[src/rtl/mem_port_perf_monitor_if.sv]
// Snoop/readout bundle for the memory-port performance monitor.
// Master drives the control and readout request; slave is the monitor.
interface mem_port_perf_monitor_if #(
  parameter int NUM_CH  = 2,
  parameter int CNT_W   = 32,
  parameter int RD_CH_W = 1
);
  logic              enable;
  logic              clear;
  logic [NUM_CH-1:0] ch_read;
  logic [NUM_CH-1:0] ch_write;
  logic [NUM_CH-1:0] ch_resp;
  logic              rd_en;
  logic [RD_CH_W-1:0] rd_ch;
  logic [2:0]        rd_sel;
  logic              rd_valid;
  logic [CNT_W-1:0]  rd_data;
  logic [NUM_CH-1:0] timeout_flag;

  modport master (
    output enable, clear, ch_read, ch_write, ch_resp, rd_en, rd_ch, rd_sel,
    input  rd_valid, rd_data, timeout_flag
  );

  modport slave (
    input  enable, clear, ch_read, ch_write, ch_resp, rd_en, rd_ch, rd_sel,
    output rd_valid, rd_data, timeout_flag
  );
endinterface

[src/rtl/mem_port_perf_monitor.sv]
// Per-channel dfp transaction tracker with saturating event, latency and
// timeout counters, plus a registered readout port.
module mem_port_perf_monitor #(
  parameter int NUM_CH  = 2,
  parameter int CNT_W   = 32,
  parameter int LAT_W   = 16,
  parameter int TIMEOUT = 1024
) (
  input logic                     clk,
  input logic                     rst,
  mem_port_perf_monitor_if.slave  bus
);

  typedef enum logic {IDLE = 1'b0, BUSY = 1'b1} state_e;

  localparam logic [LAT_W-1:0] TMO_LAT = LAT_W'(TIMEOUT);
  localparam logic [CNT_W-1:0] CNT_ONE = CNT_W'(1);
  localparam logic [LAT_W-1:0] LAT_ONE = LAT_W'(1);

  state_e           state_q   [NUM_CH];
  state_e           state_d   [NUM_CH];
  logic [LAT_W-1:0] lat_q     [NUM_CH];
  logic [LAT_W-1:0] lat_d     [NUM_CH];
  logic [CNT_W-1:0] reads_q   [NUM_CH];
  logic [CNT_W-1:0] reads_d   [NUM_CH];
  logic [CNT_W-1:0] writes_q  [NUM_CH];
  logic [CNT_W-1:0] writes_d  [NUM_CH];
  logic [CNT_W-1:0] lat_sum_q [NUM_CH];
  logic [CNT_W-1:0] lat_sum_d [NUM_CH];
  logic [LAT_W-1:0] lat_max_q [NUM_CH];
  logic [LAT_W-1:0] lat_max_d [NUM_CH];
  logic [CNT_W-1:0] spur_q    [NUM_CH];
  logic [CNT_W-1:0] spur_d    [NUM_CH];
  logic [CNT_W-1:0] tmo_q     [NUM_CH];
  logic [CNT_W-1:0] tmo_d     [NUM_CH];
  logic [NUM_CH-1:0] tflag_q, tflag_d;
  logic [CNT_W-1:0] en_cyc_q, en_cyc_d;
  logic             rd_valid_q, rd_valid_d;
  logic [CNT_W-1:0] rd_data_q, rd_data_d;

  function automatic logic [CNT_W-1:0] sat_inc(input logic [CNT_W-1:0] v);
    return (&v) ? v : v + CNT_ONE;
  endfunction

  // Adds a latency to a sum, clamping at all-ones instead of wrapping.
  function automatic logic [CNT_W-1:0] sat_add(input logic [CNT_W-1:0] a,
                                               input logic [LAT_W-1:0] b);
    logic [CNT_W+LAT_W:0] s;
    s = {{(LAT_W+1){1'b0}}, a} + {{(CNT_W+1){1'b0}}, b};
    if (s > {{(LAT_W+1){1'b0}}, {CNT_W{1'b1}}}) return '1;
    return s[CNT_W-1:0];
  endfunction

  // Presents a latency on the counter-wide readout, clamping if it does not fit.
  function automatic logic [CNT_W-1:0] fit_lat(input logic [LAT_W-1:0] v);
    logic [CNT_W+LAT_W-1:0] w;
    w = {{CNT_W{1'b0}}, v};
    if (w > {{LAT_W{1'b0}}, {CNT_W{1'b1}}}) return '1;
    return w[CNT_W-1:0];
  endfunction

  // Per-channel FSM, latency tracking and counter next-state.
  always_comb begin
    logic             req;
    logic             start;
    logic             done;
    logic             spur_evt;
    logic             tmo_evt;
    logic [LAT_W-1:0] done_lat;
    req      = 1'b0;
    start    = 1'b0;
    done     = 1'b0;
    spur_evt = 1'b0;
    tmo_evt  = 1'b0;
    done_lat = '0;
    tflag_d  = tflag_q;
    for (int c = 0; c < NUM_CH; c++) begin
      state_d[c]   = state_q[c];
      lat_d[c]     = lat_q[c];
      reads_d[c]   = reads_q[c];
      writes_d[c]  = writes_q[c];
      lat_sum_d[c] = lat_sum_q[c];
      lat_max_d[c] = lat_max_q[c];
      spur_d[c]    = spur_q[c];
      tmo_d[c]     = tmo_q[c];
      req      = bus.ch_read[c] | bus.ch_write[c];
      start    = 1'b0;
      done     = 1'b0;
      spur_evt = 1'b0;
      done_lat = '0;
      if (state_q[c] == IDLE) begin
        if (req) begin
          start = 1'b1;
          if (bus.ch_resp[c]) begin
            done = 1'b1;
          end else begin
            state_d[c] = BUSY;
            lat_d[c]   = LAT_ONE;
          end
        end else if (bus.ch_resp[c]) begin
          spur_evt = 1'b1;
        end
      end else begin
        if (bus.ch_resp[c]) begin
          state_d[c] = IDLE;
          done       = 1'b1;
          done_lat   = lat_q[c];
        end else begin
          lat_d[c] = (&lat_q[c]) ? lat_q[c] : lat_q[c] + LAT_ONE;
        end
      end
      // Fires only on the edge where lat first becomes TIMEOUT.
      tmo_evt = (state_d[c] == BUSY) && (lat_d[c] == TMO_LAT) &&
                !((state_q[c] == BUSY) && (lat_q[c] == TMO_LAT));
      if (bus.clear) begin
        reads_d[c]   = '0;
        writes_d[c]  = '0;
        lat_sum_d[c] = '0;
        lat_max_d[c] = '0;
        spur_d[c]    = '0;
        tmo_d[c]     = '0;
        tflag_d[c]   = 1'b0;
      end else begin
        if (tmo_evt) tflag_d[c] = 1'b1;
        if (bus.enable) begin
          if (start && !bus.ch_write[c]) reads_d[c]  = sat_inc(reads_q[c]);
          if (start && bus.ch_write[c])  writes_d[c] = sat_inc(writes_q[c]);
          if (done) begin
            lat_sum_d[c] = sat_add(lat_sum_q[c], done_lat);
            if (done_lat > lat_max_q[c]) lat_max_d[c] = done_lat;
          end
          if (spur_evt) spur_d[c] = sat_inc(spur_q[c]);
          if (tmo_evt)  tmo_d[c]  = sat_inc(tmo_q[c]);
        end
      end
    end
  end

  // Global enabled-cycle counter next-state.
  always_comb begin
    en_cyc_d = en_cyc_q;
    if (bus.clear)       en_cyc_d = '0;
    else if (bus.enable) en_cyc_d = sat_inc(en_cyc_q);
  end

  // Readout mux over the pre-update counter values; data holds when idle.
  always_comb begin
    rd_valid_d = bus.rd_en;
    rd_data_d  = rd_data_q;
    if (bus.rd_en) begin
      rd_data_d = '0;
      if (bus.rd_sel == 3'd7) begin
        rd_data_d = en_cyc_q;
      end else begin
        for (int c = 0; c < NUM_CH; c++) begin
          if (int'(bus.rd_ch) == c) begin
            case (bus.rd_sel)
              3'd0:    rd_data_d = reads_q[c];
              3'd1:    rd_data_d = writes_q[c];
              3'd2:    rd_data_d = lat_sum_q[c];
              3'd3:    rd_data_d = fit_lat(lat_max_q[c]);
              3'd4:    rd_data_d = spur_q[c];
              3'd5:    rd_data_d = tmo_q[c];
              3'd6:    rd_data_d = CNT_W'(state_q[c] == BUSY);
              default: rd_data_d = '0;
            endcase
          end
        end
      end
    end
  end

  // State, counter and readout registers.
  always_ff @(posedge clk or posedge rst) begin
    if (rst) begin
      for (int c = 0; c < NUM_CH; c++) begin
        state_q[c]   <= IDLE;
        lat_q[c]     <= '0;
        reads_q[c]   <= '0;
        writes_q[c]  <= '0;
        lat_sum_q[c] <= '0;
        lat_max_q[c] <= '0;
        spur_q[c]    <= '0;
        tmo_q[c]     <= '0;
      end
      tflag_q    <= '0;
      en_cyc_q   <= '0;
      rd_valid_q <= 1'b0;
      rd_data_q  <= '0;
    end else begin
      for (int c = 0; c < NUM_CH; c++) begin
        state_q[c]   <= state_d[c];
        lat_q[c]     <= lat_d[c];
        reads_q[c]   <= reads_d[c];
        writes_q[c]  <= writes_d[c];
        lat_sum_q[c] <= lat_sum_d[c];
        lat_max_q[c] <= lat_max_d[c];
        spur_q[c]    <= spur_d[c];
        tmo_q[c]     <= tmo_d[c];
      end
      tflag_q    <= tflag_d;
      en_cyc_q   <= en_cyc_d;
      rd_valid_q <= rd_valid_d;
      rd_data_q  <= rd_data_d;
    end
  end

  assign bus.rd_valid     = rd_valid_q;
  assign bus.rd_data      = rd_data_q;
  assign bus.timeout_flag = tflag_q;

endmodule

[src/flat_wrapper.sv]
// flat-port wrapper written by rule: the top's interface ports become plain ports
module mem_port_perf_monitor_flat 
#(
  parameter int NUM_CH  = 2,
  parameter int CNT_W   = 32,
  parameter int LAT_W   = 16,
  parameter int TIMEOUT = 1024
)
  (clk, rst, bus_enable, bus_clear, bus_ch_read, bus_ch_write, bus_ch_resp, bus_rd_en, bus_rd_ch, bus_rd_sel, bus_rd_valid, bus_rd_data, bus_timeout_flag);
  mem_port_perf_monitor_if #(.NUM_CH(NUM_CH), .CNT_W(CNT_W), .RD_CH_W(2)) bus_i ();
  input logic clk;
  input logic rst;
  input wire logic [$bits(bus_i.enable)-1:0] bus_enable;
  input wire logic [$bits(bus_i.clear)-1:0] bus_clear;
  input wire logic [$bits(bus_i.ch_read)-1:0] bus_ch_read;
  input wire logic [$bits(bus_i.ch_write)-1:0] bus_ch_write;
  input wire logic [$bits(bus_i.ch_resp)-1:0] bus_ch_resp;
  input wire logic [$bits(bus_i.rd_en)-1:0] bus_rd_en;
  input wire logic [$bits(bus_i.rd_ch)-1:0] bus_rd_ch;
  input wire logic [$bits(bus_i.rd_sel)-1:0] bus_rd_sel;
  output wire logic [$bits(bus_i.rd_valid)-1:0] bus_rd_valid;
  output wire logic [$bits(bus_i.rd_data)-1:0] bus_rd_data;
  output wire logic [$bits(bus_i.timeout_flag)-1:0] bus_timeout_flag;
  assign bus_i.enable = bus_enable;
  assign bus_i.clear = bus_clear;
  assign bus_i.ch_read = bus_ch_read;
  assign bus_i.ch_write = bus_ch_write;
  assign bus_i.ch_resp = bus_ch_resp;
  assign bus_i.rd_en = bus_rd_en;
  assign bus_i.rd_ch = bus_rd_ch;
  assign bus_i.rd_sel = bus_rd_sel;
  assign bus_rd_valid = bus_i.rd_valid;
  assign bus_rd_data = bus_i.rd_data;
  assign bus_timeout_flag = bus_i.timeout_flag;
  mem_port_perf_monitor #(.NUM_CH(NUM_CH), .CNT_W(CNT_W), .LAT_W(LAT_W), .TIMEOUT(TIMEOUT)) u_core (.clk(clk), .rst(rst), .bus(bus_i));
endmodule
[config.mk]
export PLATFORM = sky130hd
export DESIGN_NAME = mem_port_perf_monitor_flat
export DESIGN_NICKNAME = d
export VERILOG_FILES = /design/src/rtl/mem_port_perf_monitor_if.sv /design/src/rtl/mem_port_perf_monitor.sv /design/src/flat_wrapper.sv
export SDC_FILE = /design/constraint.sdc
export NUM_CORES = 2
export LEC_CHECK = 0
export ABC_AREA = 1
export CORE_AREA = 5 5 259 261
export DETAILED_ROUTE_END_ITERATION = 12
export DIE_AREA = 0 0 264 266
export PLACE_DENSITY = 0.66
export SLEW_MARGIN = 20
export SYNTH_ARGS = -nofsm -noshare
export SYNTH_HDL_FRONTEND = slang
export SYNTH_SLANG_ARGS = --single-unit
[constraint.sdc]
create_clock -name clk -period 17.25 [get_ports clk]
set_clock_uncertainty 0.15 [all_clocks]
set_input_delay 2.5875 -clock clk [delete_from_list [all_inputs] [get_ports clk]]
set_output_delay 2.5875 -clock clk [all_outputs]
set_load 0.03 [all_outputs]
# Yosys cells after proc, flatten, opt, wreduce, memory -nomap -nowiden
# Index checks and enable logic that the tools add are counted.
# W data, S select, Z words.
[totals] word_cells=218 out_inout_bits=35 inputBits=16 reg_bits=453
[classes] add_sub_neg=13 muxes=104 bitwise=2 reduce_logical=53 eq_ne=21 magnitude_cmp=4
[ops] op="$mux W32" n=48
[ops] op="$pmux W32 S7" n=2
[ops] op="$mux W16" n=22
[ops] op="$add A32 B1 Y32 const B" n=9
[ops] op="$reduce_and A32 Y1" n=9
[ops] op="$gt A49 B32 Y1 const B" n=2
[ops] op="$add A32 B16 Y33" n=2
[ops] op="$eq A16 B11 Y1 const B" n=4
[ops] op="$add A16 B1 Y16 const B" n=2
[ops] op="$gt A16 B16 Y1" n=2
[ops] op="$mux W1" n=32
[ops] op="$reduce_and A16 Y1" n=2
[ops] op="$reduce_and A3 Y1" n=10
[ops] op="$reduce_bool A2 Y1" n=13
[ops] op="$ne A2 B2 Y1 const B" n=9
[ops] op="$eq A3 B3 Y1 const B" n=4
[ops] op="$logic_and A1 B1 Y1" n=10
[ops] op="$eq A3 B2 Y1 const B" n=2
[ops] op="$reduce_and A2 Y1" n=3
[ops] op="$logic_not A1 Y1" n=4
[ops] op="$eq A3 B1 Y1 const B" n=1
[ops] op="$logic_not A3 Y1" n=1
[ops] op="$eq A2 B2 Y1 const B" n=1
[ops] op="$logic_not A2 Y1" n=1
[ops] op="$or A1 B1 Y1" n=2

# Depth between registers and ports, before layout
[depth] word_depth=12 ltp_mapped=21 ltp_nobuf=20

# Worst setup path before layout
# No wires, ideal clock.
[synth_timing] kind="input to register" startpoint="input port bus_ch_resp[1]" endpoint="register u_core.lat_sum_q[13] (netlist bit)" slack_ps=12614 setup_time_ps=131 cell_stages=19 n_path_buf=2 t_required_ps=16969 arrival_ps=4356 path_cell_list="nand2_4 buf_6 nor2_1 inv_1 nand2_1 nand2_1 inv_1 ha_1 inv_1 nand2_1 a21oi_1 o21ai_2 nand2_1 nand2_2 nand2_2 buf_4 nand2_1 nand2_1 o21ai_0"
[synth_between] elab_chain_cells=12 word_cells_on_any_way=17
[synth_lines] item="from (decl)" line_no="flat_wrapper.sv:17" source="input wire logic [$bits(bus_i.ch_resp)-1:0] bus_ch_resp;"
[synth_lines] item="$mux W16" line_no="mem_port_perf_monitor.sv:104" source="if (bus.ch_resp[c]) begin"
[synth_lines] item="$mux W16" line_no="mem_port_perf_monitor.sv:91" source="if (state_q[c] == IDLE) begin"
[synth_lines] item="$add A32 B16 Y33" line_no="mem_port_perf_monitor.sv:49" source="s = {{(LAT_W+1){1'b0}}, a} + {{(CNT_W+1){1'b0}}, b};"
[synth_lines] item="$gt A49 B32 Y1" line_no="mem_port_perf_monitor.sv:50" source="if (s > {{(LAT_W+1){1'b0}}, {CNT_W{1'b1}}}) return '1;"
[synth_lines] item="$mux W1" line_no="mem_port_perf_monitor.sv:50"
[synth_lines] item="$mux W1" line_no="mem_port_perf_monitor.sv:128" source="if (done) begin"
[synth_lines] item="$mux W1" line_no="mem_port_perf_monitor.sv:125" source="if (bus.enable) begin"
[synth_lines] item="$mux W1" line_no="mem_port_perf_monitor.sv:115" source="if (bus.clear) begin"
[synth_lines] item="$mux W32" line_no="mem_port_perf_monitor.sv:51" source="return s[CNT_W-1:0];"
[synth_lines] item="$mux W32" line_no="mem_port_perf_monitor.sv:128"
[synth_lines] item="$mux W32" line_no="mem_port_perf_monitor.sv:125"
[synth_lines] item="$mux W32" line_no="mem_port_perf_monitor.sv:115"
[synth_lines] item="to (signal, indexed assignment)" line_no="mem_port_perf_monitor.sv:196" source="lat_sum_q[c] <= lat_sum_d[c];"
[synth_lines] item="to (decl)" line_no="mem_port_perf_monitor.sv:28" source="logic [CNT_W-1:0] lat_sum_q [NUM_CH];"
# Several ways; a longest one is shown, not always the timed one. The select of a mux whose other input is x is not followed.
# A chain may end at the register's enable or synchronous reset.

# Worst setup path after layout
[layout_timing] startpoint="input port bus_rd_sel[2]" endpoint="register u_core.rd_data_q[29], in the netlist u_core.bus.rd_data[29]"
[layout_between] elab_chain_cells=5 word_cells_on_any_way=13
[layout_lines] item="from (decl)" line_no="flat_wrapper.sv:20" source="input wire logic [$bits(bus_i.rd_sel)-1:0] bus_rd_sel;"
[layout_lines] item="$eq A3 B3 Y1 (tied with other cells)" line_no="mem_port_perf_monitor.sv:157" source="case (bus.rd_sel)"
[layout_lines] item="$pmux W32 S7" line_no="mem_port_perf_monitor.sv:157"
[layout_lines] item="$mux W32 (2 in series)" line_no="mem_port_perf_monitor.sv:156" source="if (int'(bus.rd_ch) == c) begin"
[layout_lines] item="$mux W32 *" line_no="mem_port_perf_monitor.sv:152" source="if (bus.rd_sel == 3'd7) begin"
[layout_lines] item="to (signal assigned)" line_no="mem_port_perf_monitor.sv:204" source="rd_data_q <= rd_data_d;"
[layout_lines] item="to (decl)" line_no="mem_port_perf_monitor.sv:39" source="logic [CNT_W-1:0] rd_data_q, rd_data_d;"
# Mark *: on every way between the ends. The rest lies on a longest branch, timed or not.

==> impl_results.md <==
- Status: finished clean
- Crit path capture type: flip-flop
- Final WL: 116 mm
- Final min period: 6160 ps
- FF+latch area: around 11,000 um2
- Syn Nets: 4,810
- Req. time, crit path: about 18,000 ps
- TritonCTS clock tree: built
- Leak: 14.7 nW
- Initial Util: between 40% and 50%
- Max Slew Vio Count: 0
- H-tree Lvls: 2
- Initial DRC Count: between 3,000 and 4,000
- Setup bufs post-CTS: 0
- Largest family of logic cells by synthesized area: simple AND/OR/NAND/NOR gates
- Post-synthesis instance total: around 4,700
- Crit start category: primary input
- Total grt overflow: 0
- Antenna viol nets, final: 0
- DRT Pass-1 Iters: 6
- Share of flip-flops with an asynchronous set or reset: 100%
- Gr usage total: 31.7%
- Adder-cell share of the synthesized area: under 10%
- DIE AREA: around 70,000 um2
- WL/cell: roughly 21 um
- Vias in the first global route: around 30,000
- Clock Latency Late Sink: ~640 ps
- Unrepaired setup endpoints after global routing: no
- Headroom to the max-slew limit: a little over 20%
- Root buf cell: clkbuf_16
- Kind of critical path: primary input to flip-flop
- Number of port buffers: 50
- NumNets Final: roughly 4,800
- Worst reg2reg path depth: 7
- IR drop worst, VDD: slightly above 0.08 mV
- Die Ht: 266 um
- R2R setup slack: between 10,000 and 15,000 ps
- Critical R2R Launch: u_core.state_q[0]
- Vias per cell: approximately 5.8
- Post-CTS Hold Buffers: 0
- PD cells: around 73 nW/um2
- CTS sink count: approximately 450
- Distinct cells, synth: 57
- Mean post-synth cell area: 6.73 um2
- Worst Hold Class: flip-flop to flip-flop
- Register clock-pin slew on the reported worst setup and hold paths: about 60 ps
- Multi-input logic area: ~17,000 um2
- Largest net degree at the start of global routing: ~160
- CTS resizes: 0
- Post-synth top cells: 1,135 x nand2_1, 671 x inv_1, 503 x nor2_1
- Synth Area in Simple Gates: 34.3%
- Flops & latches, synth: about 450
- Ports: 51
- Synth top area share: around 35%
- Area of the core: ~64,000 um2
- Via count: between 30,000 and 40,000
- Post-synth EDFFs: 0
- Top cells by area, synth: dfrtp_1 35%, nand2_1 13%, inv_1 7.9%
- Post-Route Setup TNS: 0 ps
- Synth Flop Type: dfrtp_1
- Post-synthesis mux area share: 0.106%
- Share of cells above drive strength 1: about 4.2%
- Beginning of the worst hold path: u_core.spur_q[53]
- Area Growth Syn to Fin: 9.51%
- Slew @ Worst Pin: between 1000 and 1500 ps
- CTS Buffer Depth: 3
- WHS Path Cells: 1
- Synth warnings: 0
- Final hold vios: 0
- FP Rows: 93
- Fin crit share: 35.7%
- Post-DP HPWL: ~86 mm
- Worst Setup Slack, final: 11,090 ps
- Max-cap violations: 0
- Reg-to-Reg End: u_core.spur_q[29]
- Worst-path maximum fanout: 36
- DRC Markers: 0
- Most frequent cell after synthesis: nand2_1
- Final setup violation count: 0
- Synthesized cell area: 32,000 um2
- Post-synth top area cell: dfrtp_1
- Xor and xnor fraction of the mapped netlist area: 4.41%
- First-pass GRT wire length: around 180 mm
- CTS buffer count: 56
- Initial antenna violation count: 0
- Die Wd: 264 um
- Dpl ws: around 11,000 ps
- Routability cong.: 0.971
- Compound-cell area share of the yosys netlist: about an eighth
- Crit path DAT: about 6500 ps
- FMAX: around 0.16 GHz
- Antenna diodes: 0
- Seq/Total Area, Yosys: between 30 and 40%
- Fill cells: 6,570
- Worst Hold End: u_core.spur_q[53]
-- area by class of cell --
| class | count | area share, % |
|---|---|---|
| Inverter | 695 | 7.50 |
| Tap cell | 855 | 3.06 |
| Sequential cell | 453 | 32.4 |
| Clock inverter | 21 | 0.851 |
| Clock buffer | 83 | 4.82 |
| Timing Repair Buffer | 78 | 2.05 |
| Multi-Input combinational cell | 3430 | 49.3 |
-- worst max-delay path, cell delays in order --
cell             delay, ps
clkdlybuf4s50_1        840
inv_1                  230
nand2_1                140
buf_4                  450
inv_1                  630
a221oi_1               850
o221ai_1               330
a21oi_1                190
nand3_1                 70
o21ai_0                120
inv_1                   60
-- per-stage QoR --
step,instances,hold slack (ps),utilization (%),power (mW),cell area (um2)
after global routing,5615,361,54.5,2.63,35000
after CTS,5615,317,54.5,2.56,35000
after floorplan,4749,283,-,1.23,32000
final,5615,317,54.5,2.55,35000
after global placement,5511,300,51.4,1.29,33000
after detailed placement,5511,309,51.4,1.29,33000
-- worst max path at each step --
stage / from / endpoint / slack (ps)
final: bus_rd_sel[2] / u_core.bus.rd_data[29] / 11090
after global routing: bus_rd_sel[2] / u_core.bus.rd_data[31] / 10980
after CTS: bus_ch_resp[1] / u_core.spur_q[29] / 11200
after detailed placement: bus_ch_resp[1] / u_core.spur_q[29] / 10530
after global placement: bus_rd_sel[2] / u_core.bus.rd_data[29] / 10620
after floorplan: rst / u_core.bus.rd_data[0] / 1890
-- power by group --
part,total (mW),switching [mW],internal [mW],leakage (nW)
clock network,1.28,0.503,0.777,0.981
logic,0.187,0.147,0.0405,7.47
registers,1.08,0.0119,1.07,6.29
-- routing by layer --
layer,GRT usage (%),up-vias,wire [um],share of wire [%]
li1,-,15700,-,-
met1,43.1,15400,48900,42
met2,50.3,1297,52300,45
met3,4.16,277,7730,6.7
met4,16.0,0,6920,6.0
met5,0,-,0,0
-- registers in the layout, summed over array words and instances (netlist names) --
name / count
u_core.bus.rd_data: 32
u_core.bus.rd_valid: 1
u_core.bus.timeout_flag: 2
u_core.en_cyc_q: 32
u_core.lat_max_q: 32
u_core.lat_q: 32
u_core.lat_sum_q: 64
u_core.reads_q: 64
u_core.spur_q: 64
u_core.state_q: 2
u_core.tmo_q: 64
u_core.writes_q: 64
-- logic make-up after synthesis --
| family | after synthesis |
|---|---|
| buffers and inverters | 866 |
| AO/OA/AOI/OAI | 733 |
| XOR/XNOR | 161 |
| multiplexers | 3 |
| flip-flops | 453 |
| adder cells (fa/ha/maj) | 45 |
| AND/OR/NAND/NOR | 2488 |
-- placed cells by master (no fill, tap or decap), drive strengths merged, types with 127 or more instances in the layout --
| cell | instances |
|---|---|
| nand2 | 1148 |
| a21oi | 155 |
| nand3 | 336 |
| dfrtp | 453 |
| nor3 | 183 |
| nor2 | 529 |
| o21ai | 294 |
| o22ai | 127 |
| xor2 | 133 |
| nand4 | 175 |
| inv | 686 |
No activity file was read; power rests on OpenSTA's default activity.
